$ cat config.mk
export PLATFORM = sky130hd
export DESIGN_NAME = pc_sequencer_flat
export DESIGN_NICKNAME = d
export VERILOG_FILES = /design/src/rtl/pc_pkg.sv /design/src/rtl/pc_sequencer_if.sv /design/src/rtl/pc_ras.sv /design/src/rtl/pc_sequencer.sv /design/src/flat_wrapper.sv
export SDC_FILE = /design/constraint.sdc
export NUM_CORES = 1
export LEC_CHECK = 0
export CORE_MARGIN = 2
export CORE_UTILIZATION = 39
export CTS_BUF_LIST = sky130_fd_sc_hd__clkbuf_8 sky130_fd_sc_hd__clkbuf_16
export DETAILED_ROUTE_END_ITERATION = 6
export MAX_ROUTING_LAYER = met4
export PLACE_DENSITY = 0.82
export SYNTH_ARGS = -nofsm -noshare
export SYNTH_HDL_FRONTEND = slang
export SYNTH_SLANG_ARGS = --single-unit
$ cat constraint.sdc
create_clock -name Clk -period 3.81 [get_ports Clk]
set_input_delay 0.381 -clock Clk [delete_from_list [all_inputs] [get_ports Clk]]
set_output_delay 0.381 -clock Clk [all_outputs]
set_load 0.02 [all_outputs]
$ cat src/rtl/pc_pkg.sv
// rtl/pc_pkg.sv - shared next-PC select encoding, defaults and alignment helper
package pc_pkg;

    typedef enum logic [2:0] {
        SEL_RESET,
        SEL_BRANCH,
        SEL_RET,
        SEL_JUMP,
        SEL_HOLD,
        SEL_SEQ
    } pc_sel_e;

    localparam int unsigned DEF_RESET_VEC = 0;
    localparam int unsigned DEF_PC_LIMIT  = 127;

    // Clears the low log2(step) bits; step is a power of two.
    function automatic logic [63:0] align_mask(input int unsigned step);
        return ~(64'(step) - 64'd1);
    endfunction

endpackage

$ cat src/rtl/pc_sequencer_if.sv
// rtl/pc_sequencer_if.sv - fetch-redirect request and PC result bundle
interface pc_sequencer_if #(
    parameter int unsigned AW = 32
);
    logic          Stall;
    logic          BranchTaken;
    logic [AW-1:0] BranchTarget;
    logic          Jump;
    logic [AW-1:0] JumpTarget;
    logic          Call;
    logic          Ret;
    logic [AW-1:0] PC;
    logic [AW-1:0] PCNext;
    logic          Valid;
    logic          Wrapped;
    logic          Misaligned;

    modport master (
        output Stall, BranchTaken, BranchTarget, Jump, JumpTarget, Call, Ret,
        input  PC, PCNext, Valid, Wrapped, Misaligned
    );

    modport slave (
        input  Stall, BranchTaken, BranchTarget, Jump, JumpTarget, Call, Ret,
        output PC, PCNext, Valid, Wrapped, Misaligned
    );
endinterface

$ cat src/rtl/pc_ras.sv
// rtl/pc_ras.sv - circular return-address stack; overflow overwrites the oldest entry
module pc_ras #(
    parameter int unsigned AW    = 32,
    parameter int unsigned DEPTH = 4
) (
    input  logic          Clk,
    input  logic          Reset,
    input  logic          i_push,
    input  logic          i_pop,
    input  logic [AW-1:0] i_data,
    output logic [AW-1:0] o_top,
    output logic          o_empty,
    output logic          o_full
);
    localparam int unsigned PW = $clog2(DEPTH);

    logic [AW-1:0] r_mem [DEPTH];
    logic [PW-1:0] r_ptr;
    logic [PW:0]   r_count;
    logic [PW-1:0] w_top_idx;
    logic [PW-1:0] w_wr_idx;
    logic          w_pop_eff;

    assign w_top_idx = r_ptr - 1'b1;
    assign o_top     = r_mem[w_top_idx];
    assign o_empty   = (r_count == '0);
    assign o_full    = (r_count == (PW+1)'(DEPTH));
    assign w_pop_eff = i_pop && !o_empty;
    // Pop+push in one cycle rewrites the current top in place.
    assign w_wr_idx  = w_pop_eff ? w_top_idx : r_ptr;

    always_ff @(posedge Clk) begin
        if (!Reset && i_push) begin
            r_mem[w_wr_idx] <= i_data;
        end
    end

    always_ff @(posedge Clk) begin
        if (Reset) begin
            r_ptr   <= '0;
            r_count <= '0;
        end else if (w_pop_eff && !i_push) begin
            r_ptr   <= w_top_idx;
            r_count <= r_count - 1'b1;
        end else if (i_push && !w_pop_eff) begin
            r_ptr   <= r_ptr + 1'b1;
            if (!o_full) begin
                r_count <= r_count + 1'b1;
            end
        end
    end
endmodule

$ cat src/rtl/pc_sequencer.sv
// rtl/pc_sequencer.sv - fetch program counter with redirect, stall and range wrap
// Optional return-address stack enabled by defining PC_RAS_EN.
module pc_sequencer
    import pc_pkg::*;
#(
    parameter int unsigned    AW        = 32,
    parameter int unsigned    STEP      = 4,
    parameter logic [AW-1:0]  RESET_VEC = AW'(DEF_RESET_VEC),
    parameter logic [AW-1:0]  PC_LIMIT  = AW'(DEF_PC_LIMIT),
    parameter int unsigned    RAS_DEPTH = 4
) (
    input  logic            Clk,
    input  logic            Reset,
    pc_sequencer_if.slave   bus
);
    logic [AW-1:0] r_pc;
    logic          r_valid;
    logic          r_wrapped;
    logic          r_misaligned;

    pc_sel_e       w_sel;
    logic [AW-1:0] w_mask;
    logic [AW-1:0] w_pc_next;
    logic [AW-1:0] w_raw;
    logic [AW-1:0] w_ret_target;
    logic [AW-1:0] w_cand;
    logic          w_redirect;
    logic          w_misalign;
    logic          w_wrap;

    assign w_mask    = AW'(align_mask(STEP));
    assign w_pc_next = r_pc + AW'(STEP);

`ifdef PC_RAS_EN
    logic          w_push;
    logic          w_pop;
    logic [AW-1:0] w_ras_top;
    logic          w_ras_empty;
    logic          w_unused_ras_full;

    // Only the winning operation touches the stack; Ret+Call replaces the top.
    assign w_pop  = (w_sel == SEL_RET);
    assign w_push = bus.Call && ((w_sel == SEL_JUMP) || (w_sel == SEL_RET));
    assign w_ret_target = w_ras_empty ? RESET_VEC : w_ras_top;

    pc_ras #(.AW(AW), .DEPTH(RAS_DEPTH)) u_ras (
        .Clk     (Clk),
        .Reset   (Reset),
        .i_push  (w_push),
        .i_pop   (w_pop),
        .i_data  (w_pc_next),
        .o_top   (w_ras_top),
        .o_empty (w_ras_empty),
        .o_full  (w_unused_ras_full)
    );
`else
    localparam int unsigned unused_ras_depth = RAS_DEPTH;
    logic w_unused_call;

    assign w_unused_call = bus.Call;
    assign w_ret_target  = bus.JumpTarget;
`endif

    // The first edge out of reset publishes RESET_VEC as a valid fetch before advancing.
    always_comb begin
        w_sel = SEL_SEQ;
        if (Reset)                w_sel = SEL_RESET;
        else if (!r_valid)        w_sel = SEL_HOLD;
        else if (bus.BranchTaken) w_sel = SEL_BRANCH;
        else if (bus.Ret)         w_sel = SEL_RET;
        else if (bus.Jump)        w_sel = SEL_JUMP;
        else if (bus.Stall)       w_sel = SEL_HOLD;
    end

    always_comb begin
        w_raw      = bus.JumpTarget;
        w_redirect = 1'b0;
        case (w_sel)
            SEL_BRANCH: begin w_raw = bus.BranchTarget; w_redirect = 1'b1; end
            SEL_RET:    begin w_raw = w_ret_target;     w_redirect = 1'b1; end
            SEL_JUMP:   begin w_raw = bus.JumpTarget;   w_redirect = 1'b1; end
            default:    ;
        endcase
        w_misalign = w_redirect && ((w_raw & ~w_mask) != '0);
        w_cand     = w_redirect ? (w_raw & w_mask) : w_pc_next;
        w_wrap     = (w_cand > PC_LIMIT);
    end

    always_ff @(posedge Clk) begin
        if (Reset) begin
            r_pc         <= RESET_VEC;
            r_valid      <= 1'b0;
            r_wrapped    <= 1'b0;
            r_misaligned <= 1'b0;
        end else begin
            r_valid      <= 1'b1;
            r_wrapped    <= 1'b0;
            r_misaligned <= 1'b0;
            if (w_sel != SEL_HOLD) begin
                r_pc         <= w_wrap ? RESET_VEC : w_cand;
                r_wrapped    <= w_wrap;
                r_misaligned <= w_misalign;
            end
        end
    end

    assign bus.PC         = r_pc;
    assign bus.PCNext     = w_pc_next;
    assign bus.Valid      = r_valid;
    assign bus.Wrapped    = r_wrapped;
    assign bus.Misaligned = r_misaligned;
endmodule
$ cat src/flat_wrapper.sv
// flat-port wrapper written by rule: the top's interface ports become plain ports
module pc_sequencer_flat import pc_pkg::*;
#(
    parameter int unsigned    AW        = 32,
    parameter int unsigned    STEP      = 4,
    parameter logic [AW-1:0]  RESET_VEC = AW'(DEF_RESET_VEC),
    parameter logic [AW-1:0]  PC_LIMIT  = AW'(DEF_PC_LIMIT),
    parameter int unsigned    RAS_DEPTH = 4
)
  (Clk, Reset, bus_Stall, bus_BranchTaken, bus_BranchTarget, bus_Jump, bus_JumpTarget, bus_Call, bus_Ret, bus_PC, bus_PCNext, bus_Valid, bus_Wrapped, bus_Misaligned);
  pc_sequencer_if #(.AW(AW)) bus_i ();
  input  logic Clk;
  input  logic Reset;
  input wire logic [$bits(bus_i.Stall)-1:0] bus_Stall;
  input wire logic [$bits(bus_i.BranchTaken)-1:0] bus_BranchTaken;
  input wire logic [$bits(bus_i.BranchTarget)-1:0] bus_BranchTarget;
  input wire logic [$bits(bus_i.Jump)-1:0] bus_Jump;
  input wire logic [$bits(bus_i.JumpTarget)-1:0] bus_JumpTarget;
  input wire logic [$bits(bus_i.Call)-1:0] bus_Call;
  input wire logic [$bits(bus_i.Ret)-1:0] bus_Ret;
  output wire logic [$bits(bus_i.PC)-1:0] bus_PC;
  output wire logic [$bits(bus_i.PCNext)-1:0] bus_PCNext;
  output wire logic [$bits(bus_i.Valid)-1:0] bus_Valid;
  output wire logic [$bits(bus_i.Wrapped)-1:0] bus_Wrapped;
  output wire logic [$bits(bus_i.Misaligned)-1:0] bus_Misaligned;
  assign bus_i.Stall = bus_Stall;
  assign bus_i.BranchTaken = bus_BranchTaken;
  assign bus_i.BranchTarget = bus_BranchTarget;
  assign bus_i.Jump = bus_Jump;
  assign bus_i.JumpTarget = bus_JumpTarget;
  assign bus_i.Call = bus_Call;
  assign bus_i.Ret = bus_Ret;
  assign bus_PC = bus_i.PC;
  assign bus_PCNext = bus_i.PCNext;
  assign bus_Valid = bus_i.Valid;
  assign bus_Wrapped = bus_i.Wrapped;
  assign bus_Misaligned = bus_i.Misaligned;
  pc_sequencer #(.AW(AW), .STEP(STEP), .RESET_VEC(RESET_VEC), .PC_LIMIT(PC_LIMIT), .RAS_DEPTH(RAS_DEPTH)) u_core (.Clk(Clk), .Reset(Reset), .bus(bus_i));
endmodule
==> results of run 1 <==
-- state kept, by name, indices dropped and copies added (netlist names) --
register	flops
u_core.bus.PC	32
u_core.bus.Misaligned	1
u_core.bus.Valid	1
u_core.bus.Wrapped	1
-- power breakdown --
group / internal [mW] / switching (mW) / total [mW]
clock network: 0.125 / 0.138 / 0.263
registers: 0.369 / 0.00364 / 0.372
logic: 0.0893 / 0.0538 / 0.143
total: 0.583 / 0.196 / 0.779
-- routing by layer --
layer	part of all wire, %	wire length [um]	global-route usage, %
met5	0	0	-
met2	50	3910	40.5
met3	5.4	423	3.48
met1	42	3300	25.9
met4	2.0	159	7.75
-- per-stage QoR --
step	total power, mW	utilization, %	instances	hold slack [ps]
6_report	0.779	64.6	491	533
5_1_grt	0.804	64.6	491	553
4_1_cts	0.784	64.6	491	536
3_5_place_dp	0.524	63.2	483	524
3_3_place_gp	0.523	63.2	483	517
2_1_floorplan	0.429	-	286	471
-- kinds of logic after synthesis --
kind of cell	share of synthesized area (%)
compound gates	13.4
simple gates	37.6
flops	28.7
xor+xnor	10.8
buf+inv	6.98
fa+ha+maj	0.513
mux	2.05
-- cell usage in the layout, fill, tap and decap left out, drive strengths merged, types with 2 or more instances in the layout --
master         instances
nor4b                  3
buf                    2
nand4                 17
o221ai                 2
a31oi                  2
nand2                 21
nand3b                 2
a221oi                 2
nor4                  10
and2                  30
o31ai                  2
xor2                  10
a21oi                  5
nor2                  13
a22o                   5
a41o                   2
dfxtp                 35
o41ai                  4
nor3                  17
clkdlybuf4s50        136
or4                    6
nand3                 13
clkbuf                 5
a211oi                 2
inv                   13
and3                   9
xnor2                 20
o21ai                  6
a311oi                 4
mux2i                  5
-- how the worst max path moves through the flow --
stage | endpoint | slack, ps | depth (start not counted)
after floorplan | u_core.bus.PC[0] | 700 | 10
after global placement | u_core.bus.PC[1] | 590 | 9
after detailed placement | u_core.bus.PC[1] | 480 | 9
after CTS | u_core.bus.PC[0] | 450 | 9
after global routing | u_core.bus.PC[0] | 90 | 9
final | u_core.bus.PC[0] | 410 | 9
-- area by class of cell --
cell class / count / share of cell area, %
inverter: 12 / 1.16
sequential: 35 / 18.1
clock inverter: 3 / 0.420
timing repair buffer: 138 / 35.6
tap: 75 / 2.43
multi-input combinational: 223 / 40.5
clock buffer: 5 / 1.78
==> out/summary.log, run 1 <==
INFO  timing         min_period=3400ps
INFO  setup_path     reg2regPathDepth=9
INFO  setup_path     slowest_cell_on_the_critical_path=sky130_fd_sc_hd__or4_1
INFO  layout         multiInputGateArea=1570squm
INFO  synthesis      postSynth.asyncResetShare=0%
INFO  setup_path     cpMostUsedCell=sky130_fd_sc_hd__nand4_2
INFO  synthesis      synth.yosys.warnings=0
INFO  synthesis      postSynthNetCount=358
INFO  floorplanning  die_width=83.1um
INFO  setup_path     arrival=3630ps
INFO  synthesis      synthCells=286
INFO  synthesis      dominant_cells_by_area_after_synthesis=sky130_fd_sc_hd__dfxtp_1, sky130_fd_sc_hd__and2_1, sky130_fd_sc_hd__xnor2_1
INFO  clock_tree     tritoncts=done
INFO  clock_tree     cts-buffers-inserted=5
INFO  setup_path     r2r_setup_slack=410ps
INFO  setup_path     reg2reg_to=u_core.bus.PC[0]
INFO  layout         register_area=701squm
INFO  run            max-cap-violations=0
INFO  routing        routed_via_density=5.38
INFO  floorplanning  initial_core_util=40.7%
INFO  min_path       worstHoldPathType=flip-flop to flip-flop
INFO  placement      globalplace.congestion=0.894
INFO  synthesis      synth.ff_latch_count=35
INFO  min_path       worstHoldPathCells=1
INFO  grt            antenna_found_initial=0
INFO  outcome        run_status=finished clean
INFO  routing        wirelength=7.79mm
INFO  synthesis      post_synth.cell_area_avg=8.53squm
INFO  layout         synthToLayoutAreaGrowth=58.6%
INFO  clock_tree     root_buffer=sky130_fd_sc_hd__clkbuf_8
INFO  setup_path     launch_point_of_the_worst_path=u_core.bus.PC[2]
INFO  timing         final_hold_viol_count=0
INFO  setup_path     critPathMaxStageDelay=590ps
INFO  placement      port_buffers=136
INFO  floorplanning  dieArea=6900squm
INFO  floorplanning  coreArea=5990squm
INFO  synthesis      synth_top_area_cell=sky130_fd_sc_hd__dfxtp_1
INFO  synthesis      ys_types=57
INFO  clock_tree     longest_clk_path_bufs=2
INFO  clock_tree     cts_htree_levels=2
INFO  timing         setup_violations=0
INFO  routing        route.detailed.drc=0
INFO  setup_path     worstSetupEndpointType=flip-flop
INFO  routing        final_antenna_violating_net_count=0
INFO  clock_tree     cts.repair_timing.setup_buffer_count=0
INFO  synthesis      post-synth-top-count-cell=sky130_fd_sc_hd__dfxtp_1
INFO  synthesis      synth.cell_area=2440squm
INFO  routing        detail_route.wl_per_cell=15.9um
INFO  grt            grtUsageTotal=22.8%
INFO  setup_path     timing.rr.start=u_core.bus.PC[2]
INFO  clock_tree     cts.clk_slew.worst_paths=80ps
INFO  routing        detailroute.via_count=2641
INFO  setup_path     cp.required=4040ps
INFO  timing         timing_worst_slew_pin_value=603ps
INFO  clock_tree     cts_repair_resize_count=0
INFO  setup_path     path_delay_family=simple AND/OR/NAND/NOR gates
INFO  setup_path     critPathBufInv=0
INFO  setup_path     worst_setup_path_start_kind=flip-flop
INFO  placement      post_dp_cell_area=3780squm
INFO  min_path       worstHoldEndpoint=u_core.bus.PC[17]
INFO  power          power_density=201nW/um^2
INFO  grt            first_global_vias=2519
INFO  layout         post-route-cell-area=3870squm
INFO  timing         timing.setup.tns=0ps
INFO  timing         timing.final.max_slew_violations=0
INFO  timing         worst_clock_skew=7.98ps
INFO  placement      dpl_worst_slack=480ps
INFO  synthesis      netlist.area_leader.share=28.7%
INFO  layout         drive_above_1_share=7.21%
INFO  power          worst_ir_drop_vdd=0.120mV
INFO  min_path       hold_start=u_core.bus.PC[17]
INFO  setup_path     worstSetupPathType=flip-flop to flip-flop
INFO  layout         finish.net_count=487
INFO  floorplanning  die_height=83.1um
INFO  timing         layout_setup_ws=412ps
INFO  grt            grt_pass1_wl=12.4mm
INFO  synthesis      synth-edff-count=0
INFO  synthesis      synth-main-ff-cell=sky130_fd_sc_hd__dfxtp_1
INFO  setup_path     crit_path_cell_trace=ha_1 > nand4_2 > nor4_1 > xor2_1 > or4_1 > a221oi_2 > nand4_2 > nor4_4 > a41o_1
INFO  clock_tree     clkSinkCount=35
INFO  timing         max_freq=294MHz
INFO  grt            globalRoute.totalOverflow=0
INFO  clock_tree     clk_latency=280ps
INFO  layout         num_antenna_cells=0
INFO  timing         timing.max_slew.rel_slack=59.3%
INFO  power          leakage_power_summed_over_all_cells=1.47nW
INFO  clock_tree     postCtsHoldBufs=0
INFO  grt            grt_max_degree=33
INFO  floorplanning  rows=28
INFO  layout         fillCellCount=493
INFO  placement      dp.final_hpwl=6.29mm
INFO  timing         final_min_period_over_clock_period=89.2%
INFO  timing         unrepaired_setup_endpoints_after_global_routing=no
INFO  routing        number_of_drc_markers_in_iteration_0=156
INFO  synthesis      yosysSeqAreaShare=28.7%
INFO  synthesis      synth.cells.most_frequent=sky130_fd_sc_hd__dfxtp_1, sky130_fd_sc_hd__and2_1, sky130_fd_sc_hd__nand2_1, sky130_fd_sc_hd__xnor2_1, sky130_fd_sc_hd__nor3_1
INFO  floorplanning  top_level_ports=138
INFO  setup_path     cp_max_fo=7
INFO  routing        pre_repair_dr_iteration_count=4
Note: power is estimated with default switching activity, not from simulation.
==> run 2, diff against run 1 <==
CORE_UTILIZATION = 35   (was 39)
PLACE_DENSITY = 0.77   (was 0.82)
clock period = 2.74 ns   (was 3.81 ns; I/O delays follow)
==> out/summary.log, run 2 (synthesis results as in run 1) <==
INFO  layout         post-route-cell-area=4270squm
INFO  grt            grtUsageTotal=20.8%
INFO  setup_path     launch_point_of_the_worst_path=u_core.bus.PC[18]
INFO  layout         fillCellCount=575
INFO  clock_tree     cts_htree_levels=2
INFO  floorplanning  die_width=87.5um
INFO  routing        detail_route.wl_per_cell=15.2um
INFO  timing         timing.max_slew.rel_slack=63.6%
INFO  grt            grt_max_degree=27
INFO  timing         max_freq=376MHz
INFO  timing         min_period=2660ps
INFO  grt            antenna_found_initial=0
INFO  power          leakage_power_summed_over_all_cells=1.78nW
INFO  setup_path     worstSetupEndpointType=output port
INFO  layout         final_cell_count_no_fill=524
INFO  floorplanning  initial_core_util=36.1%
INFO  routing        detailroute.via_count=2809
INFO  layout         most_common_cell_after_layout_fill_and_taps_aside=sky130_fd_sc_hd__clkdlybuf4s50_1
INFO  routing        routed.top_layer=met4
INFO  timing         unrepaired_setup_endpoints_after_global_routing=yes
INFO  layout         layout_common_cells=sky130_fd_sc_hd__clkdlybuf4s50_1, sky130_fd_sc_hd__buf_4, sky130_fd_sc_hd__and2_1
INFO  clock_tree     cts.clk_slew.worst_paths=70ps
INFO  routing        wl_met2=4.09mm
INFO  routing        routed_via_density=5.36
INFO  placement      port_buffers=136
INFO  placement      dp.final_hpwl=6.50mm
INFO  layout         num_antenna_cells=0
INFO  routing        wirelength=7.97mm
INFO  routing        pre_repair_dr_iteration_count=4
INFO  routing        dr_wl_met3=520um
INFO  timing         holdWs=533ps
INFO  setup_path     timing.rr.start=u_core.bus.PC[5]
INFO  clock_tree     clk_latency=290ps
INFO  setup_path     cp.required=2470ps
INFO  clock_tree     cts-buffers-inserted=5
INFO  grt            globalRoute.totalOverflow=0
INFO  power          design_power_total=1.18mW
INFO  setup_path     cp_max_fo=5
INFO  power          worst_ir_drop_vdd=0.158mV
INFO  placement      dpl_worst_slack=47.5ps
INFO  timing         timing.final.max_slew_violations=0
INFO  run            max-cap-violations=0
INFO  setup_path     crit_path_cell_trace=nand4_2 > nor3_2 > nand3_1 > xnor2_2 > clkdlybuf4s50_1
INFO  setup_path     arrival=2390ps
INFO  timing         final_hold_viol_count=0
INFO  routing        route.detailed.drc=0
INFO  setup_path     r2r_setup_slack=100ps
INFO  grt            first_global_vias=2565
INFO  setup_path     worst_setup_path_start_kind=flip-flop
INFO  timing         timing_worst_slew_pin_value=541ps
INFO  setup_path     critPathBufInv=1
INFO  timing         worst_clock_skew=10.3ps
INFO  setup_path     path_delay_family=simple AND/OR/NAND/NOR gates
INFO  setup_path     reg2regPathDepth=9
INFO  setup_path     slowest_cell_on_the_critical_path=sky130_fd_sc_hd__clkdlybuf4s50_1
INFO  setup_path     cell_depth_of_the_worst_setup_path=5
INFO  placement      placed_cells=513
INFO  routing        drt-met1-wl=3.29mm
INFO  clock_tree     tritoncts=done
INFO  setup_path     worstSetupPathType=flip-flop to output port
INFO  layout         register_area=723squm
INFO  timing         final_min_period_over_clock_period=97.1%
INFO  setup_path     endpoint=bus_PCNext[23]
INFO  layout         drive_above_1_share=18.0%
INFO  timing         setup_violations=0
INFO  floorplanning  die_height=87.5um
INFO  placement      globalplace.congestion=0.882
INFO  floorplanning  dieArea=7650squm
INFO  layout         largest_register_ff_count=32
INFO  floorplanning  rows=30
INFO  floorplanning  coreArea=6760squm
INFO  setup_path     critPathMaxStageDelay=650ps
INFO  timing         timing.setup.tns=0ps
INFO  setup_path     reg2reg_to=u_core.bus.PC[0]
INFO  layout         finish.net_count=515
INFO  clock_tree     root_buffer=sky130_fd_sc_hd__clkbuf_8
INFO  clock_tree     clkSinkCount=35
INFO  clock_tree     longest_clk_path_bufs=2
INFO  floorplanning  top_level_ports=138
INFO  placement      post_dp_cell_area=4050squm
INFO  layout         final_core_utilization=63.2%
INFO  layout         multiInputGateArea=1720squm
INFO  outcome        run_status=finished clean
INFO  min_path       worstHoldPathType=flip-flop to flip-flop
INFO  clock_tree     postCtsHoldBufs=0
INFO  routing        number_of_drc_markers_in_iteration_0=111
INFO  routing        final_antenna_violating_net_count=0
INFO  grt            grt_pass1_wl=12.2mm
INFO  timing         layout_setup_ws=78.8ps
INFO  layout         synthToLayoutAreaGrowth=75.1%
INFO  power          power_density=276nW/um^2
[run 2: changes by cell type in the layout (fill, tap and decap cells not counted), moves of 3 or more]
cell / previous run / this run
sky130_fd_sc_hd__xnor2_2: 0 / 3
sky130_fd_sc_hd__clkdlybuf4s50_1: 136 / 129
sky130_fd_sc_hd__dfxtp_4: 0 / 4
sky130_fd_sc_hd__dlygate4sd2_1: 0 / 7
sky130_fd_sc_hd__dfxtp_2: 0 / 6
sky130_fd_sc_hd__buf_4: 2 / 30
sky130_fd_sc_hd__xnor2_1: 20 / 17
sky130_fd_sc_hd__dfxtp_1: 35 / 25
sky130_fd_sc_hd__nor4_1: 9 / 5
[run 2: layer usage]
layer	vias up	global-route usage, %
met5	-	-
met4	0	3.08
met3	6	4.08
met2	118	36.4
met1	1328	25.2
li1	1357	-
[run 2: worst min path at each step]
stage / cells after the start / start / to / slack, ps
global route: 1 / u_core.bus.PC[13] / u_core.bus.PC[13] / 550
detailed placement: 1 / u_core.bus.PC[3] / u_core.bus.PC[3] / 500
floorplan: 1 / Reset / u_core.bus.Valid / 360
CTS: 1 / u_core.bus.PC[3] / u_core.bus.PC[3] / 520
global placement: 1 / u_core.bus.PC[3] / u_core.bus.PC[3] / 490
finish: 1 / u_core.bus.PC[13] / u_core.bus.PC[13] / 530
[run 2: power by group]
group / switching [mW] / total, mW / leakage [nW] / internal [mW]
sequential: 0.00459 / 0.514 / 0.289 / 0.510
clock: 0.185 / 0.450 / 0.0607 / 0.265
combinational: 0.0775 / 0.214 / 1.43 / 0.137
total: 0.267 / 1.18 / 1.78 / 0.911
[run 2: cell type report]
cell class | instances | area share, %
Clock buffer | 5 | 1.61
Clock inverter | 3 | 0.879
Inverter | 12 | 1.06
Multi-Input combinational cell | 223 | 40.2
Sequential cell | 35 | 16.9
Tap cell | 80 | 2.34
Timing Repair Buffer | 166 | 37.0
[run 2: timing repair]
action	CTS	global route
endpoints found under the setup margin	9	16
buffers inserted	0	3
gates resized for setup	12	12
pin swaps	0	6
